$ cat config.mk
export PLATFORM = sky130hd
export DESIGN_NAME = snes_pad_reader
export DESIGN_NICKNAME = d
export VERILOG_FILES = /design/src/rtl/snes_pad_reader_pkg.sv /design/src/rtl/snes_pad_reader_sync.sv /design/src/rtl/snes_pad_reader.sv
export SDC_FILE = /design/constraint.sdc
export NUM_CORES = 1
export LEC_CHECK = 0
export BUFFER_PORTS_ARGS = -buffer_cell sky130_fd_sc_hd__buf_2
export CORE_MARGIN = 5
export CORE_UTILIZATION = 45
export CTS_CLUSTER_DIAMETER = 120
export DETAILED_ROUTE_END_ITERATION = 6
export PLACE_DENSITY = 0.71
export SETUP_SLACK_MARGIN = 0.2
export SLEW_MARGIN = 5
export SYNTH_ARGS = -nofsm -noshare
export SYNTH_HDL_FRONTEND = slang
export SYNTH_SLANG_ARGS = --single-unit
$ cat constraint.sdc
create_clock -name clk -period 2.1 [get_ports clk]
set_input_delay 0.315 -clock clk [delete_from_list [all_inputs] [get_ports clk]]
set_output_delay 0.315 -clock clk [all_outputs]
set_load 0.1 [all_outputs]
$ cat src/rtl/snes_pad_reader_pkg.sv
// Shared definitions for the serial game-pad front end: button bit positions
// in the published vector and the pad protocol FSM state encoding.
package snes_pad_reader_pkg;

  localparam int BTN_UP     = 0;
  localparam int BTN_DOWN   = 1;
  localparam int BTN_LEFT   = 2;
  localparam int BTN_RIGHT  = 3;
  localparam int BTN_A      = 4;
  localparam int BTN_B      = 5;
  localparam int BTN_SELECT = 6;
  localparam int BTN_START  = 7;

  typedef enum logic [2:0] {
    ST_IDLE,
    ST_LATCH,
    ST_LOW,
    ST_HIGH,
    ST_DONE
  } pad_state_e;

  // Shift register holds active-low bits in wire order A,B,Sel,Start,U,D,L,R.
  function automatic logic [7:0] wire_to_buttons(input logic [7:0] sr);
    logic [7:0] b;
    b             = '0;
    b[BTN_A]      = ~sr[0];
    b[BTN_B]      = ~sr[1];
    b[BTN_SELECT] = ~sr[2];
    b[BTN_START]  = ~sr[3];
    b[BTN_UP]     = ~sr[4];
    b[BTN_DOWN]   = ~sr[5];
    b[BTN_LEFT]   = ~sr[6];
    b[BTN_RIGHT]  = ~sr[7];
    return b;
  endfunction

endpackage

$ cat src/rtl/snes_pad_reader_sync.sv
// Single-bit multi-flop synchronizer for asynchronous pad and switch inputs.
module bit_synchronizer #(
  parameter int STAGES = 2
) (
  input  logic clk,
  input  logic d,
  output logic q
);

  logic [STAGES-1:0] ff;

  always_ff @(posedge clk) begin
    ff[0] <= d;
    for (int i = 1; i < STAGES; i++) ff[i] <= ff[i-1];
  end

  assign q = ff[STAGES-1];

endmodule

$ cat src/rtl/snes_pad_reader.sv
// NES/SNES-style pad reader: latch pulse, eight shift clocks, then publishes an
// active-high button snapshot with newly-pressed pulses.
module snes_pad_reader
  import snes_pad_reader_pkg::*;
#(
  parameter int LATCH_CYCLES = 1200,
  parameter int HALF_CYCLES  = 600,
  parameter int SYNC_STAGES  = 2
) (
  input  logic       clk,
  input  logic       reset,
  input  logic       poll,
  input  logic       pad_data,
  output logic       pad_latch,
  output logic       pad_clk,
  output logic [7:0] buttons,
  output logic [7:0] pressed,
  output logic       valid,
  output logic       busy
);

  localparam int MAX_CYCLES = (LATCH_CYCLES > HALF_CYCLES) ? LATCH_CYCLES : HALF_CYCLES;
  localparam int CNT_W      = $clog2(MAX_CYCLES) + 1;
  localparam logic [CNT_W-1:0] LATCH_LOAD = CNT_W'(LATCH_CYCLES);
  localparam logic [CNT_W-1:0] HALF_LOAD  = CNT_W'(HALF_CYCLES);
  localparam logic [CNT_W-1:0] CNT_ONE    = CNT_W'(1);

  pad_state_e       state, state_n;
  logic [CNT_W-1:0] cnt, cnt_n;
  logic [2:0]       idx, idx_n;
  logic [7:0]       sr, sr_n;
  logic             pending, pending_n;
  logic             data_s;
  logic             phase_end;
  logic [7:0]       snap;

  bit_synchronizer #(.STAGES(SYNC_STAGES)) u_sync (
    .clk (clk),
    .d   (pad_data),
    .q   (data_s)
  );

  assign phase_end = (cnt == CNT_ONE);
  assign snap      = wire_to_buttons(sr);

  always_comb begin
    state_n   = state;
    cnt_n     = cnt;
    idx_n     = idx;
    sr_n      = sr;
    pending_n = pending;
    // A poll arriving mid-transaction (DONE included) is remembered once.
    if (poll && state != ST_IDLE) pending_n = 1'b1;
    case (state)
      ST_IDLE: begin
        if (poll || pending) begin
          state_n   = ST_LATCH;
          cnt_n     = LATCH_LOAD;
          pending_n = 1'b0;
        end
      end
      ST_LATCH: begin
        if (phase_end) begin
          state_n = ST_LOW;
          cnt_n   = HALF_LOAD;
          idx_n   = 3'd0;
        end else begin
          cnt_n = cnt - CNT_ONE;
        end
      end
      ST_LOW: begin
        if (phase_end) begin
          sr_n[idx] = data_s;
          state_n   = ST_HIGH;
          cnt_n     = HALF_LOAD;
        end else begin
          cnt_n = cnt - CNT_ONE;
        end
      end
      ST_HIGH: begin
        if (phase_end) begin
          if (idx == 3'd7) begin
            state_n = ST_DONE;
          end else begin
            idx_n   = idx + 3'd1;
            state_n = ST_LOW;
            cnt_n   = HALF_LOAD;
          end
        end else begin
          cnt_n = cnt - CNT_ONE;
        end
      end
      ST_DONE: begin
        pending_n = 1'b0;
        if (pending || poll) begin
          state_n = ST_LATCH;
          cnt_n   = LATCH_LOAD;
        end else begin
          state_n = ST_IDLE;
        end
      end
      default: state_n = ST_IDLE;
    endcase
  end

  // Pad strobes are registered from the next state so they stay glitch-free.
  always_ff @(posedge clk) begin
    if (reset) begin
      state     <= ST_IDLE;
      cnt       <= '0;
      idx       <= '0;
      sr        <= '0;
      pending   <= 1'b0;
      pad_latch <= 1'b0;
      pad_clk   <= 1'b1;
      buttons   <= '0;
      pressed   <= '0;
      valid     <= 1'b0;
      busy      <= 1'b0;
    end else begin
      state     <= state_n;
      cnt       <= cnt_n;
      idx       <= idx_n;
      sr        <= sr_n;
      pending   <= pending_n;
      pad_latch <= (state_n == ST_LATCH);
      pad_clk   <= (state_n != ST_LOW);
      busy      <= (state_n != ST_IDLE);
      valid     <= (state == ST_DONE);
      if (state == ST_DONE) begin
        buttons <= snap;
        pressed <= snap & ~buttons;
      end else begin
        pressed <= '0;
      end
    end
  end

endmodule
==> results_dict.tcl <==
set metrics [dict create \
    start_util 0.464 \
    cts-root-buf "clkbuf_8" \
    drtPass1Iterations 4 \
    crit_chain "inv_2, ha_2, or4b_2, o21bai_1, a41oi_1, a211oi_1" \
    fin_crit_sh 0.854 \
    port_buffers 23 \
    hp-class "input pin to register" \
    path_delay_family "simple AND/OR/NAND/NOR gates" \
    cap_violations 0 \
    critPathKind "register to register" \
    arrival_ns 2.01 \
    fp.coreArea_um2 4720 \
    cp_max_fo 3 \
    synth-edff-count 0 \
    htreeDepth 2 \
    antenna_found_initial 0 \
    ir_worst_vdd_uv 401 \
    fin_tns_setup_ns 0 \
    finalClockSkew_ns 0.00522 \
    die-area_um2 6360 \
    p_leak_uw 0.00101 \
    cts.sinks 49 \
    die_y_um 79.8 \
    hold_viol 0 \
    status "completed" \
    antenna_cells 0 \
    ant_nets 0 \
    end_kind "register" \
    max_stage_delay_ns 0.62 \
    vias 1910 \
    critPathLaunchType "register" \
    drc 0 \
    grt_use_total 0.163 \
    tightest_slew_ns 0.487 \
    slew_headroom 0.678 \
    slew_viol_final 0 \
    cellPowerDensity_nw_per_um2 813 \
    cts_buffers 5 \
    r2r-end "cnt[9]" \
    layout_min_cycle_time_ns 1.79 \
    crit_path_end "cnt[9]" \
    vias_per_cell 5.58 \
    rrSetupSlack_ns 0.31 \
    crit_path_start "cnt[1]" \
    wirelength_um 4890 \
    slowest_stage "or4b_2" \
    synthArstFlopShare 0 \
    rsz0062_at_grt "false" \
    max_freq_mhz 558 \
    core.rowCount 25 \
    hpwl_um 3220 \
    syn2layout_area_growth_pct 19.5 \
    syn_inst 243 \
    grt_pass1_vias 1745 \
    place_congestion 0.820 \
    holdWs_ns 0.108 \
    first_iter_violations 127 \
    worstReg2RegStart "cnt[1]" \
    path_buf_inv 1 \
    die-width_um 79.8 \
    nets 282 \
    synth-warning-count 0 \
    ff2ff_path_depth 6 \
    cp.required_ns 2.31 \
    synth_fp_nets 251 \
    hold_buffers 0 \
    drive_above_1_share 0.273 \
    avgSynthCellArea_um2 9.02 \
    grt_pass1_wl_um 8390 \
    yosysSeqAreaShare 0.448 \
    finalSetupViolCount 0 \
    final_common_cell "dfxtp_1" \
    wl_per_cell_um 14.3 \
    ys.flop_type "dfxtp_1" \
    path_clk_slew_ns 0.09 \
    syn_area_um2 2190 \
    overflow 0 \
    io_pins 24 \
    final_cell_mix "dfxtp_1 (46), buf_2 (23), nor2_1 (17), buf_4 (17), nor3_1 (14)" \
    cts_tree "yes" \
    fin_total_pwr_uw 2130 \
    cp_num_cells 6 \
    clk_latency_ns 0.30 \
    synth_seq_cells 49 \
    synth_cell_types 46 \
    grt_max_degree 39 \
    cts.path.max_buffers 2 \
]
[logic make-up (layout without fill, tap and decap cells)]
family	count (synthesis)	count (layout)	synth area share
flops	49	49	0.448
compound gates	63	63	0.196
buf+inv	27	59	0.0554
simple gates	98	98	0.268
mux	2	2	0.00971
fa+ha+maj	4	4	0.0228
[repair_timing]
| item | CTS | global route |
|---|---|---|
| hold endpoints to repair | 0 | 0 |
| setup endpoints to repair | 1 | 29 |
| cloned | 0 | 1 |
| buffers inserted | 0 | 2 |
| gates resized for setup | 1 | 16 |
[stage by stage]
stage,util,area [µm²],cells,setup slack (ns)
4_1_cts,0.536,2530,339,0.223
2_1_floorplan,-,2190,243,0.291
6_report,0.554,2620,342,0.306
3_3_place_gp,0.512,2420,331,0.242
5_1_grt,0.554,2620,342,0.212
3_5_place_dp,0.512,2420,331,0.198
[registers in the layout (all words and copies together) (netlist names)]
signal	flops
state	3
u_sync.ff	2
idx	3
cnt	12
pending	1
busy	1
valid	1
sr	8
pressed	8
pad_clk	1
buttons	8
pad_latch	1
[where the power goes]
group | leakage, µW | switching, µW | internal (µW) | total (µW)
Sequential | 0.000400 | 55.8 | 971 | 1030
Combinational | 0.000547 | 254 | 172 | 426
Clock | 0.0000585 | 317 | 357 | 674
Total | 0.00101 | 627 | 1500 | 2130
[Yosys cell counts (all sizes together), types with 2 or more instances]
cell type | instances | area share
a211oi | 12 | 0.041
a21oi | 14 | 0.032
a31oi | 7 | 0.020
a41oi | 3 | 0.012
and2 | 3 | 0.0086
and4 | 2 | 0.0080
buf | 8 | 0.023
clkbuf | 9 | 0.015
dfxtp | 49 | 0.45
ha | 4 | 0.023
inv | 10 | 0.017
nand2 | 14 | 0.024
nand2b | 4 | 0.011
nand3 | 5 | 0.011
nand3b | 2 | 0.0069
nand4 | 14 | 0.047
nor2 | 18 | 0.031
nor2b | 5 | 0.014
nor3 | 15 | 0.037
nor3b | 2 | 0.0069
nor4 | 4 | 0.021
nor4b | 2 | 0.011
o211ai | 2 | 0.0069
o21a | 2 | 0.0069
o21ai | 9 | 0.021
o221a | 2 | 0.010
o31ai | 3 | 0.010
o32ai | 5 | 0.020
or2 | 2 | 0.0057
or4b | 3 | 0.014
[per-layer routing]
| metal | routed length (µm) | vias up | share of wire | GRT usage |
|---|---|---|---|---|
| met5 | 0 | - | 0 | 0 |
| met4 | 70 | 0 | 0.014 | 0.0541 |
| met3 | 277 | 8 | 0.057 | 0.0395 |
| met2 | 2060 | 53 | 0.42 | 0.225 |
| met1 | 2490 | 878 | 0.51 | 0.246 |
| li1 | - | 971 | - | - |
[layout make-up]
class / instances / area (µm²)
inverters: 10 / 37.5
clock buffers: 5 / 68.8
clock inverters: 3 / 43.8
multi-input cells: 167 / 1140
fillers: 438 / 2110
well taps: 67 / 83.8
repair buffers: 41 / 254
flip-flops and latches: 49 / 985
[how the worst min path moves through the flow]
stage                 start           end  depth (start not counted)
6_report           pad_data  u_sync.ff[0]                          1
5_1_grt            pad_data  u_sync.ff[0]                          1
4_1_cts            pad_data  u_sync.ff[0]                          1
3_5_place_dp   u_sync.ff[0]  u_sync.ff[1]                          0
3_3_place_gp   u_sync.ff[0]  u_sync.ff[1]                          0
2_1_floorplan  u_sync.ff[0]  u_sync.ff[1]                          0
Power figures use the tool's default switching activity.
